--- config.mk ---
export PLATFORM = sky130hd
export DESIGN_NAME = lsu
export DESIGN_NICKNAME = d
export VERILOG_FILES = /design/src/rtl/lsu.sv
export SDC_FILE = /design/constraint.sdc
export NUM_CORES = 1
export LEC_CHECK = 0
export BUFFER_PORTS_ARGS = -buffer_cell sky130_fd_sc_hd__buf_2
export CORE_AREA = 2 2 105 107
export CTS_BUF_LIST = sky130_fd_sc_hd__clkbuf_8
export DETAILED_ROUTE_END_ITERATION = 12
export DIE_AREA = 0 0 107 109
export PLACE_DENSITY_LB_ADDON = 0.08
export SLEW_MARGIN = 20
export SYNTH_ARGS = -nofsm -noshare
export SYNTH_HDL_FRONTEND = slang
export SYNTH_SLANG_ARGS = --single-unit
--- constraint.sdc ---
create_clock -name CLK -period 3.9 [get_ports CLK]
set_clock_uncertainty 0.2 [all_clocks]
set_input_delay 0 -clock CLK [delete_from_list [all_inputs] [get_ports CLK]]
set_output_delay 0 -clock CLK [all_outputs]
set_load 0.03 [all_outputs]
--- src/rtl/lsu.sv ---
// Load/store unit: turns an ALU effective address plus store operand into a
// single byte/halfword/word data-memory access over a req/ready handshake and
// returns the sign- or zero-extended load result. Illegal or misaligned
// accesses are rejected without touching memory.
module lsu (
    input  logic        CLK,
    input  logic        RST,
    input  logic        Start,
    input  logic        MemWrite,
    input  logic [2:0]  Funct3,
    input  logic [31:0] ALUResult,
    input  logic [31:0] WriteData,
    output logic        Busy,
    output logic        Done,
    output logic        Misaligned,
    output logic [31:0] ReadData,
    output logic        MemReq,
    output logic        MemWe,
    output logic [31:0] MemAddr,
    output logic [31:0] MemWData,
    output logic [3:0]  MemBE,
    input  logic [31:0] MemRData,
    input  logic        MemReady
);

    typedef enum logic [1:0] {
        IDLE = 2'd0,
        REQ  = 2'd1,
        DONE = 2'd2
    } state_t;

    // Funct3 legality and natural alignment for the requested access size.
    function automatic logic access_ok(input logic we, input logic [2:0] f3, input logic [1:0] a);
        logic legal_v;
        logic aligned_v;
        if (we) begin
            legal_v = (f3 == 3'b000) || (f3 == 3'b001) || (f3 == 3'b010);
        end else begin
            legal_v = (f3 != 3'b011) && (f3 != 3'b110) && (f3 != 3'b111);
        end
        case (f3[1:0])
            2'b00:   aligned_v = 1'b1;
            2'b01:   aligned_v = (a[0] == 1'b0);
            2'b10:   aligned_v = (a == 2'b00);
            default: aligned_v = 1'b0;
        endcase
        return legal_v && aligned_v;
    endfunction

    // Byte-lane enables within the addressed word.
    function automatic logic [3:0] byte_enable(input logic [2:0] f3, input logic [1:0] a);
        logic [3:0] be_v;
        case (f3[1:0])
            2'b00:   be_v = 4'b0001 << a;
            2'b01:   be_v = 4'b0011 << {a[1], 1'b0};
            2'b10:   be_v = 4'b1111;
            default: be_v = 4'b0000;
        endcase
        return be_v;
    endfunction

    // Store data replicated across lanes so the byte enables select the right one.
    function automatic logic [31:0] store_data(input logic [2:0] f3, input logic [31:0] wd);
        logic [31:0] sd_v;
        case (f3[1:0])
            2'b00:   sd_v = {4{wd[7:0]}};
            2'b01:   sd_v = {2{wd[15:0]}};
            2'b10:   sd_v = wd;
            default: sd_v = 32'h0000_0000;
        endcase
        return sd_v;
    endfunction

    // Lane extraction and sign/zero extension of the returned memory word.
    function automatic logic [31:0] load_extend(input logic [2:0] f3, input logic [1:0] a,
                                                input logic [31:0] rdata);
        logic [31:0] shifted_v;
        logic [7:0]  byte_v;
        logic [15:0] half_v;
        logic [31:0] ld_v;
        shifted_v = rdata >> {a, 3'b000};
        byte_v    = shifted_v[7:0];
        half_v    = a[1] ? rdata[31:16] : rdata[15:0];
        case (f3)
            3'b000:  ld_v = {{24{byte_v[7]}}, byte_v};
            3'b001:  ld_v = {{16{half_v[15]}}, half_v};
            3'b010:  ld_v = rdata;
            3'b100:  ld_v = {24'h00_0000, byte_v};
            3'b101:  ld_v = {16'h0000, half_v};
            default: ld_v = 32'h0000_0000;
        endcase
        return ld_v;
    endfunction

    state_t      state_r, state_s;
    logic        busy_r, busy_s;
    logic        done_r, done_s;
    logic        misaligned_r, misaligned_s;
    logic [31:0] read_data_r, read_data_s;
    logic        mem_req_r, mem_req_s;
    logic        mem_we_r, mem_we_s;
    logic [31:0] mem_addr_r, mem_addr_s;
    logic [31:0] mem_wdata_r, mem_wdata_s;
    logic [3:0]  mem_be_r, mem_be_s;
    logic        we_r, we_s;
    logic [2:0]  f3_r, f3_s;
    logic [1:0]  a_r, a_s;

    // Next-state and next-output decode; everything holds unless a transition changes it.
    always_comb begin
        state_s      = state_r;
        busy_s       = busy_r;
        done_s       = done_r;
        misaligned_s = misaligned_r;
        read_data_s  = read_data_r;
        mem_req_s    = mem_req_r;
        mem_we_s     = mem_we_r;
        mem_addr_s   = mem_addr_r;
        mem_wdata_s  = mem_wdata_r;
        mem_be_s     = mem_be_r;
        we_s         = we_r;
        f3_s         = f3_r;
        a_s          = a_r;
        case (state_r)
            IDLE: begin
                if (Start) begin
                    we_s   = MemWrite;
                    f3_s   = Funct3;
                    a_s    = ALUResult[1:0];
                    busy_s = 1'b1;
                    if (access_ok(MemWrite, Funct3, ALUResult[1:0])) begin
                        state_s      = REQ;
                        mem_req_s    = 1'b1;
                        mem_we_s     = MemWrite;
                        mem_addr_s   = {ALUResult[31:2], 2'b00};
                        mem_be_s     = byte_enable(Funct3, ALUResult[1:0]);
                        mem_wdata_s  = store_data(Funct3, WriteData);
                        done_s       = 1'b0;
                        misaligned_s = 1'b0;
                    end else begin
                        // Rejected: skip memory entirely and report straight away.
                        state_s      = DONE;
                        mem_req_s    = 1'b0;
                        mem_we_s     = 1'b0;
                        done_s       = 1'b1;
                        misaligned_s = 1'b1;
                    end
                end else begin
                    state_s = IDLE;
                    busy_s  = 1'b0;
                end
            end
            REQ: begin
                if (MemReady) begin
                    state_s      = DONE;
                    mem_req_s    = 1'b0;
                    mem_we_s     = 1'b0;
                    done_s       = 1'b1;
                    misaligned_s = 1'b0;
                    if (!we_r) begin
                        read_data_s = load_extend(f3_r, a_r, MemRData);
                    end else begin
                        read_data_s = read_data_r;
                    end
                end else begin
                    state_s = REQ;
                end
            end
            DONE: begin
                state_s      = IDLE;
                busy_s       = 1'b0;
                done_s       = 1'b0;
                misaligned_s = 1'b0;
            end
            default: begin
                state_s      = IDLE;
                busy_s       = 1'b0;
                done_s       = 1'b0;
                misaligned_s = 1'b0;
                mem_req_s    = 1'b0;
                mem_we_s     = 1'b0;
            end
        endcase
    end

    // State and registered outputs; reset clears everything and aborts any access.
    always_ff @(posedge CLK or posedge RST) begin
        if (RST) begin
            state_r      <= IDLE;
            busy_r       <= 1'b0;
            done_r       <= 1'b0;
            misaligned_r <= 1'b0;
            read_data_r  <= 32'h0000_0000;
            mem_req_r    <= 1'b0;
            mem_we_r     <= 1'b0;
            mem_addr_r   <= 32'h0000_0000;
            mem_wdata_r  <= 32'h0000_0000;
            mem_be_r     <= 4'b0000;
            we_r         <= 1'b0;
            f3_r         <= 3'b000;
            a_r          <= 2'b00;
        end else begin
            state_r      <= state_s;
            busy_r       <= busy_s;
            done_r       <= done_s;
            misaligned_r <= misaligned_s;
            read_data_r  <= read_data_s;
            mem_req_r    <= mem_req_s;
            mem_we_r     <= mem_we_s;
            mem_addr_r   <= mem_addr_s;
            mem_wdata_r  <= mem_wdata_s;
            mem_be_r     <= mem_be_s;
            we_r         <= we_s;
            f3_r         <= f3_s;
            a_r          <= a_s;
        end
    end

    assign Busy       = busy_r;
    assign Done       = done_r;
    assign Misaligned = misaligned_r;
    assign ReadData   = read_data_r;
    assign MemReq     = mem_req_r;
    assign MemWe      = mem_we_r;
    assign MemAddr    = mem_addr_r;
    assign MemWData   = mem_wdata_r;
    assign MemBE      = mem_be_r;

endmodule

==> reports/metrics.csv, run 1 <==
metric,value,unit
Filler cells,779,
Buffers on Ports,206,
HPWL Detailed,9.77,mm
register share of total power,38.5,%
post-DR vias/cell,5.30,
crit-path max FO,25,
Power Density,633,nW/um2
die height,109,um
Synth Flop Type,dfrtp_1,
setup bufs post-CTS,0,
delay of the slowest cell on the worst path,0.61,ns
switch share,44.2,%
Final period util,69.5,%
Clock Tree Buf Depth,2,
Mean Syn Cell Area,10.8,um2
fmax,0.369,GHz
"Remaining Overflow, GRT",0,
Die Footprint,11700,um2
Worst Max-Slew Pin Slew,1.01,ns
Layout Utilization,71.2,%
Crit. path cell count,6,
Area Overhead vs Synth,45.8,%
Row Count,38,
# setup viols final,0,
vias in the first global route,4841,
root buffer cell,clkbuf_8,
clk_lat worst skew,0.37,ns
leak pwr,3.66,nW
Final GP Congestion,0.847,
sum of negative setup slack,0,ns
DR top layer,met4,
metal2 WL,7.28,mm
Vias,4893,
Async SR Flop Fraction,100,%
first-pass GRT wire length,23.5,mm
Setup CP Type,flop to flop,
reg2reg path depth,6,
Synthesis Warnings,0,
final WL,14.8,mm
max-cap viol count,0,
DR WL/cell,16.1,um
Netlist Area Pre-Place,5180,um2
met3 routed WL,1.04,mm
pre-CTS setup slack,1.51,ns
"Cell Chain, Critical Path","nor3b_2, buf_4, o21bai_2, a222oi_1, dlygate4sd3_1, o21ai_1",
Multi-input gate area,2200,um2
Worst R2R Start,f3_r[1],
sequential-to-total area share from yosys stat,53.6,%
die span in x,107,um
DRT antenna net count,0,
clock slew at reported path FFs,0.10,ns
"commonest non-fill, non-tap cell in the layout",buf_2,
number of flops mapped to enable cells by yosys,0,
detailed-router iteration count before antenna repair,5,
status,"finished, final reports clean",
"Hold Vio Cnt, Final",0,
pin count of the biggest net entering global routing,60,
Hold Path Origin,Funct3[0],
RSZ-0062 raised after global routing,no,
Design Power,0.00478,W
HP Class,input port to flop,
Crit-path slowest cell,dlygate4sd3_1,
gr usage total,25.9,%
CTS sink cnt,111,
synth unique cells,42,
Initial DRC Count,306,
Diodes inserted,0,
worst hold stages,3,
layout cell share with drive strength beyond 1,35.2,%
critical path required time,3.96,ns
worst setup margin,1.19,ns
"delay-heaviest family, CP",buffers and inverters,
Mapped Cells,481,
initial antenna violation count,0,
Buf/Inv on CP,2,
Storage cell area,2780,um2
core area,10600,um2
post-layout min period,2.71,ns
Starting Density,48.8,%
CP startpoint kind,flop,
Num CTS Buffers,9,
clock share of power,14.5,%
cts repair resizes,0,
Seq cells post-synth,111,
most frequent cells in the layout,"buf_2 (206), dfrtp_1 (111), dlygate4sd3_1 (109), nand2_1 (89), o21ai_0 (55)",
element type at the critical path end,flop,
M1 WL,6.05,mm
NumNets Final,883,
peak supply drop,0.418,mV
DRC,0,
internal power,0.00267,W
htree depth,3,
Slew HR,32.6,%
"Slew Viols, Final",0,
"Arr. time, crit path",2.77,ns
Worst Setup SP,f3_r[1],
io pins,209,
CTS tree,yes,
Logic pwr share,47.0,%
sw power,0.00211,W
[routing by layer]
layer,vias to the layer above,global-route usage (%)
met4,0,11.2
met5,-,0
met2,225,44.3
li1,2311,-
met1,2321,32.3
met3,36,4.66
[repair_timing]
action	4_1_cts	5_1_grt
hold buffers	109	0
endpoints found under the setup margin	0	0
hold endpoints to repair	166	0
[cells in the mapped netlist (all sizes together) (2+ instances only)]
library cell / number / share of area, %
a2bb2oi: 17 / 2.9
o21ai: 63 / 6.1
a21oi: 29 / 2.8
o211ai: 16 / 3.3
a22o: 9 / 1.5
buf: 21 / 2.6
o311ai: 2 / 0.68
a22oi: 8 / 1.2
nor2: 7 / 0.51
nand2b: 4 / 0.48
inv: 6 / 0.43
a21o: 2 / 0.29
nand2: 89 / 6.5
nor2b: 14 / 1.7
dfrtp: 111 / 54
o21bai: 2 / 0.36
mux2: 42 / 9.1
clkbuf: 15 / 1.1
a222oi: 7 / 1.4
nor3b: 3 / 0.63
or2: 2 / 0.24
[cell type report]
class                   count  share of cell area (%)
flip-flops and latches    111                    36.8
repair buffers            322                    28.8
clock inverters             7                   0.945
well taps                 140                    2.32
inverters                   6                   0.331
clock buffers               9                    1.64
multi-input cells         329                    29.2
[logic make-up after synthesis]
logic type | count (synthesis) | synth area share, %
simple gates | 123 | 11.1
compound gates | 161 | 21.8
buf+inv | 42 | 4.13
flops | 111 | 53.6
mux | 43 | 9.33
other cells | 1 | 0.0724
[per-stage QoR]
| stage | cell area, um2 | cells | hold WS, ns |
|---|---|---|---|
| 2_1_floorplan | 5180 | 482 | -0.0926 |
| 3_3_place_gp | 6260 | 799 | -0.0247 |
| 3_5_place_dp | 6260 | 799 | -0.0221 |
| 4_1_cts | 7550 | 924 | 0.0108 |
| 5_1_grt | 7550 | 924 | 0.0407 |
| 6_report | 7550 | 924 | 0.0301 |
[power by group through the flow]
stage                     clock network, W  registers (W)  logic (W)
final                             0.000693        0.00184    0.00225
after global routing              0.000759        0.00189    0.00241
after CTS                         0.000718        0.00184    0.00224
after detailed placement                 0        0.00186    0.00211
after global placement                   0        0.00184    0.00208
after floorplan                          0        0.00261   0.000698
[state kept, by name, indices dropped and copies added, names as in the netlist]
| name | cells |
|---|---|
| we_r | 1 |
| state_r | 2 |
| MemAddr | 30 |
| MemWData | 32 |
| a_r | 2 |
| MemWe | 1 |
| ReadData | 32 |
| Misaligned | 1 |
| Busy | 1 |
| MemBE | 4 |
| Done | 1 |
| MemReq | 1 |
| f3_r | 3 |
[worst paths after layout]
path                                endpoint  slack, ns
worst max register to register   ReadData[6]       1.19
worst max-delay path             ReadData[6]       1.19
max in group asynchronous       ReadData[31]       2.51
min in group asynchronous        MemAddr[16]       0.10
worst min-delay path             MemWData[9]       0.03
worst min register to register  MemWData[18]       0.28
[worst reg2reg max path, delay by kind of cell, from the launching register on]
| kind | cells | cell delay (ns) |
|---|---|---|
| buffers and inverters | 2 | 0.84 |
| AO/OA/AOI/OAI | 3 | 0.81 |
| flip-flops | 1 | 0.54 |
| AND/OR/NAND/NOR | 1 | 0.22 |
No activity file was read; power rests on OpenSTA's default activity.
==> run 2: changes to the inputs <==
--- a/config.mk
+++ b/config.mk
@@ -5,11 +5,12 @@
 export SDC_FILE = /design/constraint.sdc
 export NUM_CORES = 1
 export LEC_CHECK = 0
+export ABC_AREA = 1
 export BUFFER_PORTS_ARGS = -buffer_cell sky130_fd_sc_hd__buf_2
-export CORE_AREA = 2 2 105 107
+export CORE_AREA = 2 2 114 116
 export CTS_BUF_LIST = sky130_fd_sc_hd__clkbuf_8
 export DETAILED_ROUTE_END_ITERATION = 12
-export DIE_AREA = 0 0 107 109
+export DIE_AREA = 0 0 116 118
 export PLACE_DENSITY_LB_ADDON = 0.08
 export SLEW_MARGIN = 20
 export SYNTH_ARGS = -nofsm -noshare
==> constraint.sdc (replaced) <==
create_clock -name CLK -period 2.3 [get_ports CLK]
set_clock_uncertainty 0.2 [all_clocks]
set_input_delay 0 -clock CLK [delete_from_list [all_inputs] [get_ports CLK]]
set_output_delay 0 -clock CLK [all_outputs]
set_load 0.03 [all_outputs]
==> run 2 against run 1 <==
Combinational power increased by 67%. Worst hold slack improved by 0.10 ns. Non-clock buffer count rose by 26. Sequential share of layout area decreased by 3.5 points. First-iteration DRC count rose by 30%. Global-route usage increased by 0.22 points. Clock-buffer cell count increased by 2. Worst setup slack got worse by 1.1 ns. Total power up 69%. Core utilization down 3.9 points.
==> reports/metrics.csv, run 2 <==
metric,value,unit
first-pass GRT wire length,28.6,mm
most frequent cells in the layout,"nand2_1 (403), buf_2 (206), dlygate4sd3_1 (127), dfrtp_1 (111), nand3_1 (103)",
number of flops mapped to enable cells by yosys,0,
critical path required time,2.43,ns
Initial DRC Count,398,
leak pwr,4.91,nW
gr usage total,26.1,%
peak supply drop,0.725,mV
Netlist Area Pre-Place,5650,um2
element type at the critical path end,flop,
Area Overhead vs Synth,47.8,%
detailed-router iteration count before antenna repair,5,
Slew HR,36.4,%
HP Class,input port to flop,
Post-Synth Simple-Gate Area,40.5,%
Seq cells post-synth,111,
Num CTS Buffers,9,
Synth Area in Compound Gates,2.81,%
final WL,17.8,mm
Mapped Cells,802,
Synth top cells by count,"nand2_1 (403), dfrtp_1 (111), nand3_1 (103)",
io pins,209,
Vias,6237,
CTS tree,yes,
Worst Max-Slew Pin Slew,0.953,ns
layout cell share with drive strength beyond 1,22.3,%
XOR/XNOR Fraction of Synth Area,0,%
pin count of the biggest net entering global routing,74,
Mean Syn Cell Area,7.05,um2
clock slew at reported path FFs,0.10,ns
die height,118,um
root buffer cell,clkbuf_8,
sequential-to-total area share from yosys stat,49.2,%
Synth Flop Type,dfrtp_1,
main combinational cell family by area after synthesis,simple AND/OR/NAND/NOR gates,
DRT antenna net count,0,
htree depth,3,
initial antenna violation count,0,
post-layout min period,2.23,ns
Die Footprint,13700,um2
Layout Utilization,67.3,%
core area,12400,um2
Final GP Congestion,0.866,
Synth area leader,dfrtp_1,
Synthesis Warnings,0,
post-DR vias/cell,4.81,
Diodes inserted,0,
Power Density,970,nW/um2
Row Count,41,
Synth area leaders,"dfrtp_1 (49%), nand2_1 (27%), nand3_1 (9.1%), inv_1 (3.4%), nor2_1 (3.1%)",
max-cap viol count,0,
multiplexer share of the synthesized area,0,%
Clock Tree Buf Depth,2,
clk_lat worst skew,0.38,ns
"count leader, synth",nand2_1,
"commonest non-fill, non-tap cell in the layout",nand2_1,
"Remaining Overflow, GRT",0,
HPWL Detailed,10.9,mm
Async SR Flop Fraction,100,%
"Arr. time, crit path",2.36,ns
# setup viols final,0,
CTS sink cnt,111,
Yosys top cell area share,49.2,%
CP startpoint kind,input port,
die span in x,116,um
Starting Density,45.5,%
Buffers on Ports,206,
sum of negative setup slack,0,ns
DRC,0,
synth unique cells,21,
status,"finished, final reports clean",
Final period util,96.9,%
"Slew Viols, Final",0,
DR WL/cell,13.7,um
Setup CP Type,input port to flop,
fmax,0.449,GHz
vias in the first global route,5907,
RSZ-0062 raised after global routing,no,
"Hold Vio Cnt, Final",0,
NumNets Final,1224,
post-synthesis adder-cell area fraction,0,%
crit-path max FO,9,
-- run 2: cell type report --
type	instances	area [um2]
tap	172	215
fill	1107	4060
clock buffer	11	151
timing repair buffer	348	2470
multi-input combinational	598	2460
inverter	52	199
sequential	111	2780
clock inverter	5	78.8
-- run 2: critical path, stage by stage --
cell	delay, ns
dlygate4sd3_1	0.54
buf_2	0.18
nor2_4	0.22
nand2_1	0.10
dlygate4sd3_1	0.57
nand2_1	0.06
dlygate4sd3_1	0.54
nand3_1	0.07
nand2_1	0.08
-- run 2: repair_timing --
item                                   CTS  global route
hold buffers                           126             1
gates resized for setup                  0             2
setup buffers                            0             2
endpoints found under the hold margin  222             1
setup endpoints to repair                0             2
-- run 2: logic make-up (layout without fill, tap and decap cells) --
kind of cell | count (synthesis) | after routing
compound gates | 31 | 31
other cells | 1 | 2
simple gates | 565 | 565
flops | 111 | 111
buf+inv | 94 | 416
-- run 2: final timing paths --
kind / end / from / cells after the start / slack [ns]
worst min register to register: MemAddr[25] / MemAddr[25] / 2 / 0.27
min in group asynchronous: MemWData[18] / RST / 4 / 0.18
worst max-delay path: MemWData[9] / Funct3[0] / 9 / 0.07
worst max register to register: state_r[1] / state_r[0] / 7 / 0.22
max in group asynchronous: MemAddr[11] / RST / 4 / 1.23
worst min-delay path: MemBE[1] / Funct3[1] / 5 / 0.13
-- run 2: power by group --
part	internal (W)	switching, W
clock network	0.000673	0.000649
logic	0.00118	0.00257
registers	0.00262	0.000410
-- run 2: stage by stage --
| step | cell area [um2] | total power, W | std cells | setup slack (ns) | hold WS [ns] |
|---|---|---|---|---|---|
| floorplan | 5660 | 0.00547 | 803 | 0.714 | -0.0904 |
| global placement | 6830 | 0.00656 | 1152 | 0.385 | 0.0308 |
| detailed placement | 6830 | 0.00659 | 1152 | 0.357 | 0.0341 |
| CTS | 8320 | 0.00814 | 1294 | 0.0486 | 0.0111 |
| global route | 8350 | 0.00864 | 1297 | 0.0208 | 0.146 |
| finish | 8350 | 0.00810 | 1297 | 0.0704 | 0.134 |
-- run 2: layer usage --
layer / share of wire, % / track usage (%) / vias up
met5: 0 / 0 / -
met4: 2.2 / 7.51 / 0
met3: 7.2 / 6.13 / 36
met2: 49 / 43.9 / 266
met1: 41 / 33.3 / 2832
li1: - / - / 3103
